**src/rtl/calib_pkg.sv**
```systemverilog
// Shared types for the calibration LUT search: FSM states and search-mode encodings.
package calib_pkg;

  typedef enum logic [2:0] {
    IDLE,
    PROBE,
    CMP,
    FETCH,
    LOAD,
    DONE
  } state_t;

  localparam logic MODE_BINARY = 1'b0;
  localparam logic MODE_LINEAR = 1'b1;

endpackage

```
**src/rtl/calibration_search_if.sv**
```systemverilog
// Request/result bus plus external ROM port of the calibration search.
interface calibration_search_if #(
  parameter int unsigned DATA_W = 16,
  parameter int unsigned POS_W  = 5
);
  logic                     start;
  logic                     mode;
  logic signed [DATA_W-1:0] X;
  logic        [POS_W-1:0]  lut_addr;
  logic signed [DATA_W-1:0] lut_data;
  logic                     ready;
  logic                     busy;
  logic        [POS_W-1:0]  pos;
  logic signed [DATA_W-1:0] Y;
  logic signed [DATA_W:0]   err;
  logic                     under;

  // System side: front end issuing requests and the ROM returning data
  modport master (
    output start, mode, X, lut_data,
    input  lut_addr, ready, busy, pos, Y, err, under
  );

  modport slave (
    input  start, mode, X, lut_data,
    output lut_addr, ready, busy, pos, Y, err, under
  );
endinterface

```
**src/rtl/calibration_search.sv**
```systemverilog
// Finds the largest entry <= X in a monotonic ROM LUT by binary or linear search,
// reporting index, entry value and full-precision residual.
module calibration_search
  import calib_pkg::*;
#(
  parameter int unsigned DATA_W = 16,
  parameter int unsigned POS_W  = 5
) (
  input logic                 clock,
  input logic                 reset,
  calibration_search_if.slave bus
);

  localparam logic [POS_W-1:0] POS_MAX = '1;
  localparam logic [POS_W-1:0] TOP_BIT = POS_W'(1) << (POS_W - 1);

  state_t                    state_q, state_d;
  logic signed [DATA_W-1:0]  x_q, x_d;
  logic                      mode_q, mode_d;
  logic        [POS_W-1:0]   acc_q, acc_d;
  logic        [POS_W-1:0]   mask_q, mask_d;
  logic        [POS_W-1:0]   addr_q, addr_d;
  logic                      ready_q, ready_d;
  logic                      busy_q, busy_d;
  logic        [POS_W-1:0]   pos_q, pos_d;
  logic signed [DATA_W-1:0]  y_q, y_d;
  logic signed [DATA_W:0]    err_q, err_d;
  logic                      under_q, under_d;

  logic                      le_c;
  logic                      last_c;
  logic        [POS_W-1:0]   acc_next_c;

  assign le_c = (bus.lut_data <= x_q);

  // Search step: accumulator update and whether this compare ends the probe loop
  always_comb begin
    acc_next_c = acc_q;
    last_c     = 1'b0;
    if (mode_q == MODE_BINARY) begin
      if (le_c) acc_next_c = addr_q;
      last_c = mask_q[0];
    end else begin
      if (!le_c) acc_next_c = (addr_q == '0) ? '0 : addr_q - POS_W'(1);
      else       acc_next_c = addr_q;
      last_c = !le_c || (addr_q == POS_MAX);
    end
  end

  always_ff @(posedge clock or posedge reset) begin
    if (reset) state_q <= IDLE;
    else       state_q <= state_d;
  end

  always_comb begin
    state_d = state_q;
    unique case (state_q)
      IDLE:    if (bus.start) state_d = PROBE;
      PROBE:   state_d = CMP;
      CMP:     state_d = last_c ? FETCH : PROBE;
      FETCH:   state_d = LOAD;
      LOAD:    state_d = DONE;
      DONE:    state_d = IDLE;
      default: state_d = IDLE;
    endcase
  end

  // lut_addr is loaded on entry to PROBE/FETCH so ROM data is valid during CMP/LOAD
  always_comb begin
    x_d     = x_q;
    mode_d  = mode_q;
    acc_d   = acc_q;
    mask_d  = mask_q;
    addr_d  = addr_q;
    ready_d = ready_q;
    busy_d  = busy_q;
    pos_d   = pos_q;
    y_d     = y_q;
    err_d   = err_q;
    under_d = under_q;
    unique case (state_q)
      IDLE: begin
        if (bus.start) begin
          x_d     = bus.X;
          mode_d  = bus.mode;
          ready_d = 1'b0;
          busy_d  = 1'b1;
          acc_d   = '0;
          mask_d  = TOP_BIT;
          addr_d  = (bus.mode == MODE_LINEAR) ? '0 : TOP_BIT;
        end
      end
      CMP: begin
        acc_d  = acc_next_c;
        mask_d = mask_q >> 1;
        if (last_c)                     addr_d = acc_next_c;
        else if (mode_q == MODE_BINARY) addr_d = acc_next_c | (mask_q >> 1);
        else                            addr_d = addr_q + POS_W'(1);
      end
      LOAD: begin
        y_d     = bus.lut_data;
        pos_d   = acc_q;
        err_d   = {x_q[DATA_W-1], x_q} - {bus.lut_data[DATA_W-1], bus.lut_data};
        under_d = (acc_q == '0) && !le_c;
      end
      DONE: begin
        ready_d = 1'b1;
        busy_d  = 1'b0;
      end
      default: ;
    endcase
  end

  always_ff @(posedge clock or posedge reset) begin
    if (reset) begin
      x_q     <= '0;
      mode_q  <= MODE_BINARY;
      acc_q   <= '0;
      mask_q  <= '0;
      addr_q  <= '0;
      ready_q <= 1'b0;
      busy_q  <= 1'b0;
      pos_q   <= '0;
      y_q     <= '0;
      err_q   <= '0;
      under_q <= 1'b0;
    end else begin
      x_q     <= x_d;
      mode_q  <= mode_d;
      acc_q   <= acc_d;
      mask_q  <= mask_d;
      addr_q  <= addr_d;
      ready_q <= ready_d;
      busy_q  <= busy_d;
      pos_q   <= pos_d;
      y_q     <= y_d;
      err_q   <= err_d;
      under_q <= under_d;
    end
  end

  assign bus.lut_addr = addr_q;
  assign bus.ready    = ready_q;
  assign bus.busy     = busy_q;
  assign bus.pos      = pos_q;
  assign bus.Y        = y_q;
  assign bus.err      = err_q;
  assign bus.under    = under_q;

endmodule

```
**src/flat_wrapper.sv**
```systemverilog
// flat-port wrapper written by rule: the top's interface ports become plain ports
module calibration_search_flat import calib_pkg::*;
#(
  parameter int unsigned DATA_W = 16,
  parameter int unsigned POS_W  = 5
)
  (clock, reset, bus_start, bus_mode, bus_X, bus_lut_data, bus_lut_addr, bus_ready, bus_busy, bus_pos, bus_Y, bus_err, bus_under);
  calibration_search_if #(.DATA_W(DATA_W), .POS_W(POS_W)) bus_i ();
  input logic clock;
  input logic reset;
  input wire logic [$bits(bus_i.start)-1:0] bus_start;
  input wire logic [$bits(bus_i.mode)-1:0] bus_mode;
  input wire logic [$bits(bus_i.X)-1:0] bus_X;
  input wire logic [$bits(bus_i.lut_data)-1:0] bus_lut_data;
  output wire logic [$bits(bus_i.lut_addr)-1:0] bus_lut_addr;
  output wire logic [$bits(bus_i.ready)-1:0] bus_ready;
  output wire logic [$bits(bus_i.busy)-1:0] bus_busy;
  output wire logic [$bits(bus_i.pos)-1:0] bus_pos;
  output wire logic [$bits(bus_i.Y)-1:0] bus_Y;
  output wire logic [$bits(bus_i.err)-1:0] bus_err;
  output wire logic [$bits(bus_i.under)-1:0] bus_under;
  assign bus_i.start = bus_start;
  assign bus_i.mode = bus_mode;
  assign bus_i.X = bus_X;
  assign bus_i.lut_data = bus_lut_data;
  assign bus_lut_addr = bus_i.lut_addr;
  assign bus_ready = bus_i.ready;
  assign bus_busy = bus_i.busy;
  assign bus_pos = bus_i.pos;
  assign bus_Y = bus_i.Y;
  assign bus_err = bus_i.err;
  assign bus_under = bus_i.under;
  calibration_search #(.DATA_W(DATA_W), .POS_W(POS_W)) u_core (.clock(clock), .reset(reset), .bus(bus_i));
endmodule
```
**config.mk**
```make
export PLATFORM = sky130hd
export DESIGN_NAME = calibration_search_flat
export DESIGN_NICKNAME = d
export VERILOG_FILES = /design/src/rtl/calib_pkg.sv /design/src/rtl/calibration_search_if.sv /design/src/rtl/calibration_search.sv /design/src/flat_wrapper.sv
export SDC_FILE = /design/constraint.sdc
export NUM_CORES = 1
export LEC_CHECK = 0
export ABC_AREA = 1
export BUFFER_PORTS_ARGS = -buffer_cell sky130_fd_sc_hd__buf_2
export CORE_MARGIN = 4
export CORE_UTILIZATION = 50
export CTS_BUF_LIST = sky130_fd_sc_hd__clkbuf_8
export DETAILED_ROUTE_END_ITERATION = 6
export PLACE_DENSITY = 0.73
export SLEW_MARGIN = 20
export SYNTH_ARGS = -nofsm -noshare
export SYNTH_HDL_FRONTEND = slang
export SYNTH_SLANG_ARGS = --single-unit
```
**constraint.sdc**
```tcl
create_clock -name clock -period 3.3 [get_ports clock]
set_input_delay 0.165 -clock clock [delete_from_list [all_inputs] [get_ports clock]]
set_output_delay 0.165 -clock clock [all_outputs]
set_load 0.01 [all_outputs]
```
* Word-level counts from Yosys, hierarchy flattened
Cells that the tools add are included.
** Storage, ports and cells
- Bits in registers :: 76
- Logic and storage cells :: 56
** Operators by class
- Add/sub/neg operators :: 3
- Order comparisons :: 1
- Eq/ne operators :: 7
- Multiplexer cells :: 21
- Bitwise operators :: 1
- Reductions and logical operators :: 11
** Operators with widths (number)
- 2-to-1 mux 5 bit :: 10
- case mux 5 bit (2 select lines) :: 3
- subtractor 16 x 16 -> 17 bit :: 1
- less-or-equal comparator 16 bit :: 1
- case mux 3 bit (5 select lines) :: 1
- logical NOT 5 bit :: 2
- == test 3 x 2 -> 1 bit, second input constant :: 2
- == test 3 bit, second input constant :: 2
- AND reduction 2 bit :: 3
- adder 5 x 1 -> 5 bit, second input constant :: 1
- == test 5 bit, second input constant :: 1
- OR 5 x 4 -> 5 bit :: 1
- subtractor 5 x 1 -> 5 bit, second input constant :: 1
- case mux 1 bit (2 select lines) :: 2
- nonzero test 2 bit :: 2
- == test 3 x 1 -> 1 bit, second input constant :: 1
- logical NOT 3 bit :: 1
- 2-to-1 mux 1 bit :: 3
- 2-to-1 mux 3 bit :: 1
- 2-to-1 mux 2 bit :: 1
- inequality test 2 bit, second input constant :: 1
- logical AND 1 bit :: 1
- logical NOT 1 bit :: 1
- logical OR 1 bit :: 1

* Logic depth before layout (Yosys ltp)
Gate-level depths: netlist of the first run.
- Depth in word-level cells :: 8
- Depth in mapped cells :: 19
- Depth with buffers taken out :: 18

* Worst setup path before layout of the first run
No wires, ideal clock.
- Kind :: flip-flop to flip-flop
- From :: register u_core.x_q[0]
- To :: register u_core.err_q[16], in the netlist u_core.bus.err[16]
- Arrival time :: 1.731 ns
- Slack :: 1.433 ns
- Cell stages (with the launch flop) :: 10
- Period minus slack after synthesis :: 1.867 ns
- Cell sequence :: dfrtp_1 inv_1 ha_1 fa_1 o21ai_0 a21oi_1 o221ai_1 nand2_1 o21ai_0 o21ai_0
** Between the ends
- Cells in the longest elaborated chain, start to end :: 1
** RTL lines
- start, declared :: line calibration_search.sv:18 : logic signed [DATA_W-1:0] x_q, x_d;
- start signal, assigned :: line calibration_search.sv:116 : x_q <= '0;
- start signal, assigned :: line calibration_search.sv:128 : x_q <= x_d;
- subtractor 16 x 16 -> 17 bit :: line calibration_search.sv:103 : err_d = {x_q[DATA_W-1], x_q} - {bus.lut_data[DATA_W-1], bus.lut_data};
- end signal, assigned :: line calibration_search.sv:137 : err_q <= err_d;
- end, declared :: line calibration_search.sv:27 : logic signed [DATA_W:0] err_q, err_d;
No other way between the ends.
A chain may end at the register's enable or synchronous reset.

* Final worst setup path of the first run
- From :: register u_core.state_q[2]
- To :: register u_core.acc_q[0]
** Between the ends
- Cells in the longest elaborated chain, start to end :: 3
** RTL lines
- start, declared :: line calibration_search.sv:17 : state_t state_q, state_d;
- start signal, assigned :: line calibration_search.sv:52 : else state_q <= state_d;
- == test 3 x 2 -> 1 bit or logical NOT 3 bit (tied branches) :: line calibration_search.sv:81 : unique case (state_q)
- nonzero test 2 bit (no source line) or inequality test 2 bit (tied branches)
- AND reduction 2 bit (no source line)
- end signal, assigned :: line calibration_search.sv:118 : acc_q <= '0;
- end signal, assigned :: line calibration_search.sv:130 : acc_q <= acc_d;
- end, declared :: line calibration_search.sv:20 : logic [POS_W-1:0] acc_q, acc_d;
Several ways; a longest one is shown, not always the timed one.

==> metrics.md, run 1 <==
| Metric | Value |
|---|---|
| Required @ worst endpoint | `3.56 ns` |
| Clock latency on the worst-skew pair | `0.35 ns` |
| Clock power share | `0.141` |
| GR Util met2 | `0.363` |
| Post-DP Area | `4660 µm²` |
| Hold endpoint | `u_core.x_q[3]` |
| CTS Buf Count | `9` |
| Crit Path Max Fanout | `11` |
| Final period util | `0.673` |
| Row count | `33` |
| Largest net degree at the start of global routing | `60` |
| Crit. End Element | `flip-flop` |
| Setup WS pre-CTS | `1.11 ns` |
| Hold Slack | `0.0110 ns` |
| Flop pwr share | `0.343` |
| Kind of critical path | `flip-flop to flip-flop` |
| Synth Cell Area | `4170 µm²` |
| CTS-repair resized insts | `0` |
| Sequential area share after synthesis | `0.456` |
| Leak Pwr | `2.72 nW` |
| Die H | `99.3 µm` |
| Worst-Margin Slew | `0.616 ns` |
| Initial core utilization | `0.510` |
| Initial antenna violation count | `0` |
| Yosys warns | `0` |
| Worst min-delay path class | `input port to flip-flop` |
| Worst setup path startpoint | `u_core.state_q[2]` |
| Mean Syn Cell Area | `7.75 µm²` |
| R2r endpoint | `u_core.acc_q[0]` |
| CTS H-tree depth | `3` |
| Core area | `8180 µm²` |
| Internal power | `2.55 mW` |
| Routed vias/inst | `5.12` |
| GR Util met1 | `0.294` |
| Routed Antenna Nets | `0` |
| N_diodes | `0` |
| Normalized max-slew margin | `0.588` |
| Final worst setup slack | `1.08 ns` |
| GRT Util Overall | `0.223` |
| Worst stage delay on the critical path | `0.54 ns` |
| Inst Count DP | `714` |
| Max Root-Sink Buffers | `2` |
| Cells on worst reg2reg path | `6` |
| Total die area | `9870 µm²` |
| Final core occ | `0.594` |
| CTS Hold Bufs | `1` |
| Crit path arrival time | `2.48 ns` |
| Slew Viols, Final | `0` |
| Max Fclk | `451 MHz` |
| Sink Count | `76` |
| Area grow syn2layout | `16.5%` |
| Setup Buffers After CTS | `0` |
| Met3 usage | `0.0428` |
| Final Hold Fails | `0` |
| Worst reg-to-reg setup slack | `1.08 ns` |
| CP max-delay cell | `nor2_1` |
| CTS tree | `yes` |
| DRC | `0` |
| Final WL | `10.5 mm` |
| Synth unique cells | `32` |
| PortBufs | `81` |
| Startpoint types | `flip-flop` |
| GP Congestion | `0.951` |
| Skew final | `0.0108 ns` |
| Min-Delay Path Depth | `3` |
| Total power | `4.74 mW` |
| Initial drt markers | `165` |
| Nets@finish | `677` |
| FF+latch count, synth | `76` |
| Vias in the first global route | `3,818` |
| Vias | `3,744` |
| Clock slew at the register clock pins of the worst setup and hold paths | `0.09 ns` |
| Design area | `4860 µm²` |
| CTS root buffer | `clkbuf_8` |
| Routed WL per cell | `14.4 µm` |
| Die width | `99.3 µm` |
| Drt pass-1 iters | `4` |
| Sw frac | `0.461` |
| Final setup fails | `0` |
| Hold Crit Start | `bus_X[3]` |
| # IOs | `82` |
| Unrepaired setup endpoints after global routing | `no` |
| CP Cell Sequence | `nor2_1 -> nand2_1 -> inv_1 -> nor2_1 -> inv_1 -> o22ai_1` |
| Maximum vdd drop | `485 µV` |
| Syn Nets | `594` |
| Outcome | `completed` |
| Most used routing layer | `met2` |
| Tmin final | `2.22 ns` |
| Total gr overflow | `0` |
| Final HPWL DP | `7.88 mm` |
| Power per cell area | `976 nW/µm²` |
| Mapped Cells | `538` |
| Worst R2R Start | `u_core.state_q[2]` |
| First-pass GRT wire length | `17.7 mm` |
| Layout cells sized above 1 | `0.198` |
| Setup TNS Final | `0 ns` |
| Max-cap violations | `0` |
| Logic gate share of total power | `0.516` |
| Fin cells | `731` |
| Switching power total | `2.19 mW` |
## sequential cells by signal, indices dropped and copies added (netlist names)
name and cells:
u_core.bus.lut_addr 5, u_core.mode_q 1, u_core.bus.ready 1, u_core.bus.under 1, u_core.bus.err 17, u_core.bus.busy 1, u_core.bus.Y 16, u_core.bus.pos 5
u_core.acc_q 5, u_core.mask_q 5, u_core.state_q 3, u_core.x_q 16
## worst max-delay path: cells and delay by family, from the launching register on
kind / cells / cell delay, ns
and+or+nand+nor: 3 / 0.94
buffers and inverters: 2 / 0.53
DFF: 1 / 0.42
AOI/OAI and AO/OA: 1 / 0.23
## cell usage after synthesis (all sizes together)
| cell | n | area [µm²] |
|---|---|---|
| o22ai | 7 | 43.8 |
| a21o | 1 | 7.51 |
| nand2 | 197 | 767 |
| a31oi | 2 | 12.5 |
| a21oi | 17 | 85.1 |
| a211oi | 1 | 7.51 |
| o211ai | 2 | 15.0 |
| or2 | 2 | 12.5 |
| nor3 | 1 | 5.00 |
| fa | 1 | 20.0 |
| xnor2 | 2 | 17.5 |
| o21bai | 2 | 15.0 |
| xor2 | 10 | 87.6 |
| nor2 | 25 | 116 |
| nand4 | 3 | 18.8 |
| nand3 | 27 | 150 |
| clkbuf | 12 | 55.1 |
| o21ai | 57 | 297 |
| buf | 2 | 22.5 |
| inv | 71 | 267 |
| dfrtp | 76 | 1900 |
| o221ai | 1 | 8.76 |
| ha | 19 | 238 |
## worst max path at each step
stage,depth (start not counted),endpoint
after CTS,6,u_core.acc_q[0]
after detailed placement,6,u_core.acc_q[0]
after global placement,6,u_core.acc_q[0]
after global routing,9,u_core.bus.err[16]
final,6,u_core.acc_q[0]
after floorplan,1,u_core.acc_q[0]
## cells in the final DEF, fill, tap and decap left out, types with 3 or more instances in the layout
cell	instances
nor2_1	20
ha_1	19
nor2_2	3
inv_2	4
o21ai_1	9
o22ai_1	7
nand2_2	6
inv_1	67
o21ai_0	47
dfrtp_1	76
a21oi_1	17
clkbuf_8	10
nand3_2	3
nand3_1	24
nand2_1	189
buf_2	81
clkinv_4	3
buf_4	4
nand4_1	3
xor2_1	10
## cell type report
cell class | count | area [µm²]
Clock buffer | 10 | 138
Clock inverter | 6 | 47.5
Fill cell | 774 | 3320
Inverter | 71 | 267
Multi-Input combinational cell | 377 | 1930
Sequential cell | 76 | 1900
Tap cell | 105 | 131
Timing Repair Buffer | 86 | 445
## layer usage
layer | part of all wire | up-vias
li1 | - | 1868
met5 | 0 | -
met2 | 0.48 | 116
met4 | 0.017 | 0
met1 | 0.44 | 1743
met3 | 0.061 | 17
## power by group through the flow
stage | registers (mW) | logic, mW | clock network (mW)
2_1_floorplan | 1.73 | 1.63 | 0
3_3_place_gp | 1.61 | 2.39 | 0
3_5_place_dp | 1.64 | 2.44 | 0
4_1_cts | 1.63 | 2.46 | 0.681
5_1_grt | 1.69 | 2.79 | 0.721
6_report | 1.63 | 2.44 | 0.668
## kinds of logic after synthesis
group,after synthesis,synth area share
AND/OR/NAND/NOR,255,0.257
AO/OA/AOI/OAI,90,0.118
buffers and inverters,85,0.0825
flip-flops,76,0.456
adder cells (fa/ha/maj),20,0.0618
XOR/XNOR,12,0.0252
No activity file was read; power rests on OpenSTA's default activity.
==> run 2, diff against run 1 <==
- ABC_AREA: 1 -> 0
- clock period: 3.3 -> 2.3 ns (I/O delays scaled with it)
==> run 2 against run 1 <==
Power is 52% higher; utilization rose by 7.9 points; register-to-register slack lost 1.0 ns; synthesized cell count decreased by 13%; clock-buffer cell count down 1; critical path depth is 2 higher; global-route usage down 0.17 points; via count up 0.40%; synthesized area down 0.84%; combinational power increased by 54%; critical path type unchanged; largest cell class unchanged; largest power group unchanged.
==> metrics.md, run 2 <==
| Metric | Value |
|---|---|
| Routed vias/inst | `5.38 (+5.0%)` |
| Mean Syn Cell Area | `8.80 µm² (+14%)` |
| Most used DFF post-synth | `dfrtp_1` |
| CTS Buf Count | `9 (unchanged)` |
| Drt pass-1 iters | `4 (unchanged)` |
| Routed Antenna Nets | `0 (unchanged)` |
| Kind of critical path | `flip-flop to flip-flop` |
| Hold endpoint | `u_core.bus.Y[0]` |
| Top post-synthesis cells by area | `dfrtp_1 46%, nand2_1 11%, ha_1 5.7%` |
| Outcome | `completed` |
| Skew final | `0.0104 ns (-0.000418 ns)` |
| Leak Pwr | `2.62 nW (-3.7%)` |
| Inst Count DP | `660 (-7.6%)` |
| Sink Count | `76 (unchanged)` |
| Required @ worst endpoint | `2.58 ns (-0.98 ns)` |
| DRC | `0 (unchanged)` |
| Commonest non-fill, non-tap cell in the layout | `nand2_1` |
| Mapped Cells | `470 (-13%)` |
| Largest net degree at the start of global routing | `77 (+28%)` |
| Hold Crit Start | `bus_lut_data[0]` |
| Cells on worst reg2reg path | `8 (+2)` |
| Min-Delay Path Depth | `3 (unchanged)` |
| Area grow syn2layout | `28.5%` |
| Worst-Margin Slew | `0.473 ns (-0.144 ns)` |
| CTS H-tree depth | `3 (unchanged)` |
| Normalized max-slew margin | `0.682 (+0.0948)` |
| Hold Slack | `0.0132 ns (+0.00213 ns)` |
| Startpoint types | `flip-flop` |
| CTS root buffer | `clkbuf_8` |
| Max Fclk | `441 MHz (-2.2%)` |
| Top cells by count, synth | `119 x nand2_1, 76 x dfrtp_1, 47 x o21ai_0` |
| Die H | `98.9 µm (-0.39%)` |
| Final setup fails | `0 (unchanged)` |
| First-pass GRT wire length | `17.7 mm (+0.24%)` |
| Async set or reset register ratio after synthesis | `1.00 (unchanged)` |
| PortBufs | `81 (unchanged)` |
| # IOs | `82 (unchanged)` |
| R2r endpoint | `u_core.bus.lut_addr[3]` |
| Row count | `32 (-3.0%)` |
| Max-cap violations | `0 (unchanged)` |
| Initial antenna violation count | `0 (unchanged)` |
| Post-synth top area share | `0.460 (+0.00386)` |
| Worst reg-to-reg setup slack | `0.03 ns (-1.05 ns)` |
| Syn Nets | `526 (-11%)` |
| Most frequent cells in the layout | `118 x nand2_1, 81 x buf_2, 76 x dfrtp_1` |
| GP Congestion | `0.906 (-4.8%)` |
| Final Hold Fails | `0 (unchanged)` |
| Worst min-delay path class | `input port to flip-flop` |
| N_diodes | `0 (unchanged)` |
| Post-synth EDFFs | `0 (unchanged)` |
| Synth unique cells | `62 (+94%)` |
| Final WL | `10.5 mm (about the same)` |
| CTS tree | `yes` |
| Fillcell total | `654 (-16%)` |
| Sequential area share after synthesis | `0.460 (+0.00386)` |
| Max Root-Sink Buffers | `2 (unchanged)` |
| Crit path arrival time | `2.54 ns (+0.06 ns)` |
| Yosys warns | `0 (unchanged)` |
| Layout cells sized above 1 | `0.271 (+0.0733)` |
| Largest register FFs | `17 (unchanged)` |
| Slew Viols, Final | `0 (unchanged)` |
| Final period util | `0.987 (+0.314)` |
| Crit Path Max Fanout | `8 (-3)` |
| Cell taking the most area after synthesis | `dfrtp_1` |
| Final HPWL DP | `7.67 mm (-2.6%)` |
| Power per cell area | `1350 nW/µm² (+39%)` |
| FF+latch count, synth | `76 (unchanged)` |
| Total die area | `9790 µm² (-0.77%)` |
| Crit. End Element | `flip-flop` |
| Routed WL per cell | `15.0 µm (+4.5%)` |
| Maximum vdd drop | `643 µV (+33%)` |
| Worst R2R Start | `u_core.x_q[1]` |
| Tmin final | `2.27 ns (+0.0498 ns)` |
| Clock latency on the worst-skew pair | `0.36 ns (about the same)` |
| Nets@finish | `648 (-4.3%)` |
| Clock slew at the register clock pins of the worst setup and hold paths | `0.08 ns (about the same)` |
| Count leader, synth | `nand2_1` |
| Initial drt markers | `222 (+35%)` |
| Fin cells | `699 (-4.4%)` |
| Die width | `98.9 µm (-0.39%)` |
| Synth Cell Area | `4140 µm² (-0.84%)` |
| Core area | `7890 µm² (-3.5%)` |
| Vias in the first global route | `3,740 (-2.0%)` |
| Vias | `3,759 (+0.40%)` |
| Initial core utilization | `0.524 (+0.0142)` |
| GRT Util Overall | `0.221 (-0.00174)` |
| Total gr overflow | `0 (unchanged)` |
==> run 2: changes by cell type after synthesis, sizes merged, moves of 5 or more <==
cell	delta
o21a	+5
inv	-45
nand3	-21
nand2	-78
nor3	+6
o31ai	+6
o22ai	-6
xor2	-5
nor3b	+5
a21oi	+6
o21ai	-5
==> run 2: cell families (layout without fill, tap and decap cells) <==
kind of cell / after synthesis / in the layout / synth area share
flops: 76 / 76 / 0.460
mux: 3 / 3 / 0.00726
fa+ha+maj: 20 / 20 / 0.0623
compound gates: 124 / 124 / 0.196
simple gates: 193 / 193 / 0.208
buf+inv: 44 / 171 / 0.0454
xor+xnor: 10 / 10 / 0.0212
==> run 2: routing by layer <==
metal | share of wire | up-vias | GRT usage
li1 | - | 1867 | -
met1 | 0.45 | 1784 | 0.291
met2 | 0.47 | 91 | 0.362
met3 | 0.054 | 17 | 0.0545
met4 | 0.018 | 0 | 0.0641
met5 | 0 | - | 0
==> run 2: report_power, final <==
group | switching (mW) | internal, mW | total, mW
logic | 2.07 | 1.68 | 3.75
registers | 0.511 | 1.94 | 2.45
clock network | 0.505 | 0.494 | 0.999
total | 3.08 | 4.11 | 7.20
==> run 2: final cells by class <==
type	instances	area (µm²)	share of cell area
clock buffers	9	124	0.0233
clock inverters	7	67.6	0.0127
inverters	26	97.6	0.0184
multi-input cells	350	2170	0.409
flip-flops and latches	76	1900	0.358
well taps	102	128	0.0240
repair buffers	129	821	0.154
==> run 2: worst max path at each step <==
stage	start	endpoint	depth (start not counted)
6_report	u_core.x_q[1]	u_core.bus.lut_addr[3]	8
5_1_grt	u_core.x_q[0]	u_core.bus.err[10]	10
4_1_cts	u_core.x_q[1]	u_core.bus.lut_addr[2]	8
3_5_place_dp	u_core.x_q[1]	u_core.bus.lut_addr[2]	8
3_3_place_gp	u_core.x_q[1]	u_core.bus.lut_addr[2]	8
2_1_floorplan	u_core.x_q[1]	u_core.bus.lut_addr[2]	9
==> run 2: worst max-delay path, cell delays in order, from the launching register on <==
cell	delay, ns
dfrtp_1	0.41
ha_4	0.23
nor2b_4	0.12
o31a_4	0.30
o31ai_4	0.23
a21oi_4	0.14
nor3_1	0.43
a22oi_2	0.12
a32oi_1	0.21
==> run 2: per-stage QoR <==
step / setup WS, ns / area [µm²] / power [mW] / TNS [ns] / utilization
after floorplan: 0.0686 / 4140 / 4.70 / 0 / -
after global placement: 0.0166 / 4780 / 5.81 / 0 / 0.606
final: 0.0306 / 5310 / 7.20 / 0 / 0.674
after CTS: -0.0280 / 5200 / 7.02 / -0.0528 / 0.659
after global routing: -0.0609 / 5310 / 7.79 / -0.0855 / 0.674
after detailed placement: -0.121 / 4780 / 5.93 / -0.246 / 0.606
==> run 2: what timing repair did <==
action | in CTS | in global routing
hold buffers | 17 | 0
pin swaps | 3 | 7
hold endpoints to repair | 92 | 0
endpoints found under the setup margin | 12 | 18
gates resized for setup | 8 | 16
setup buffers | 1 | 5
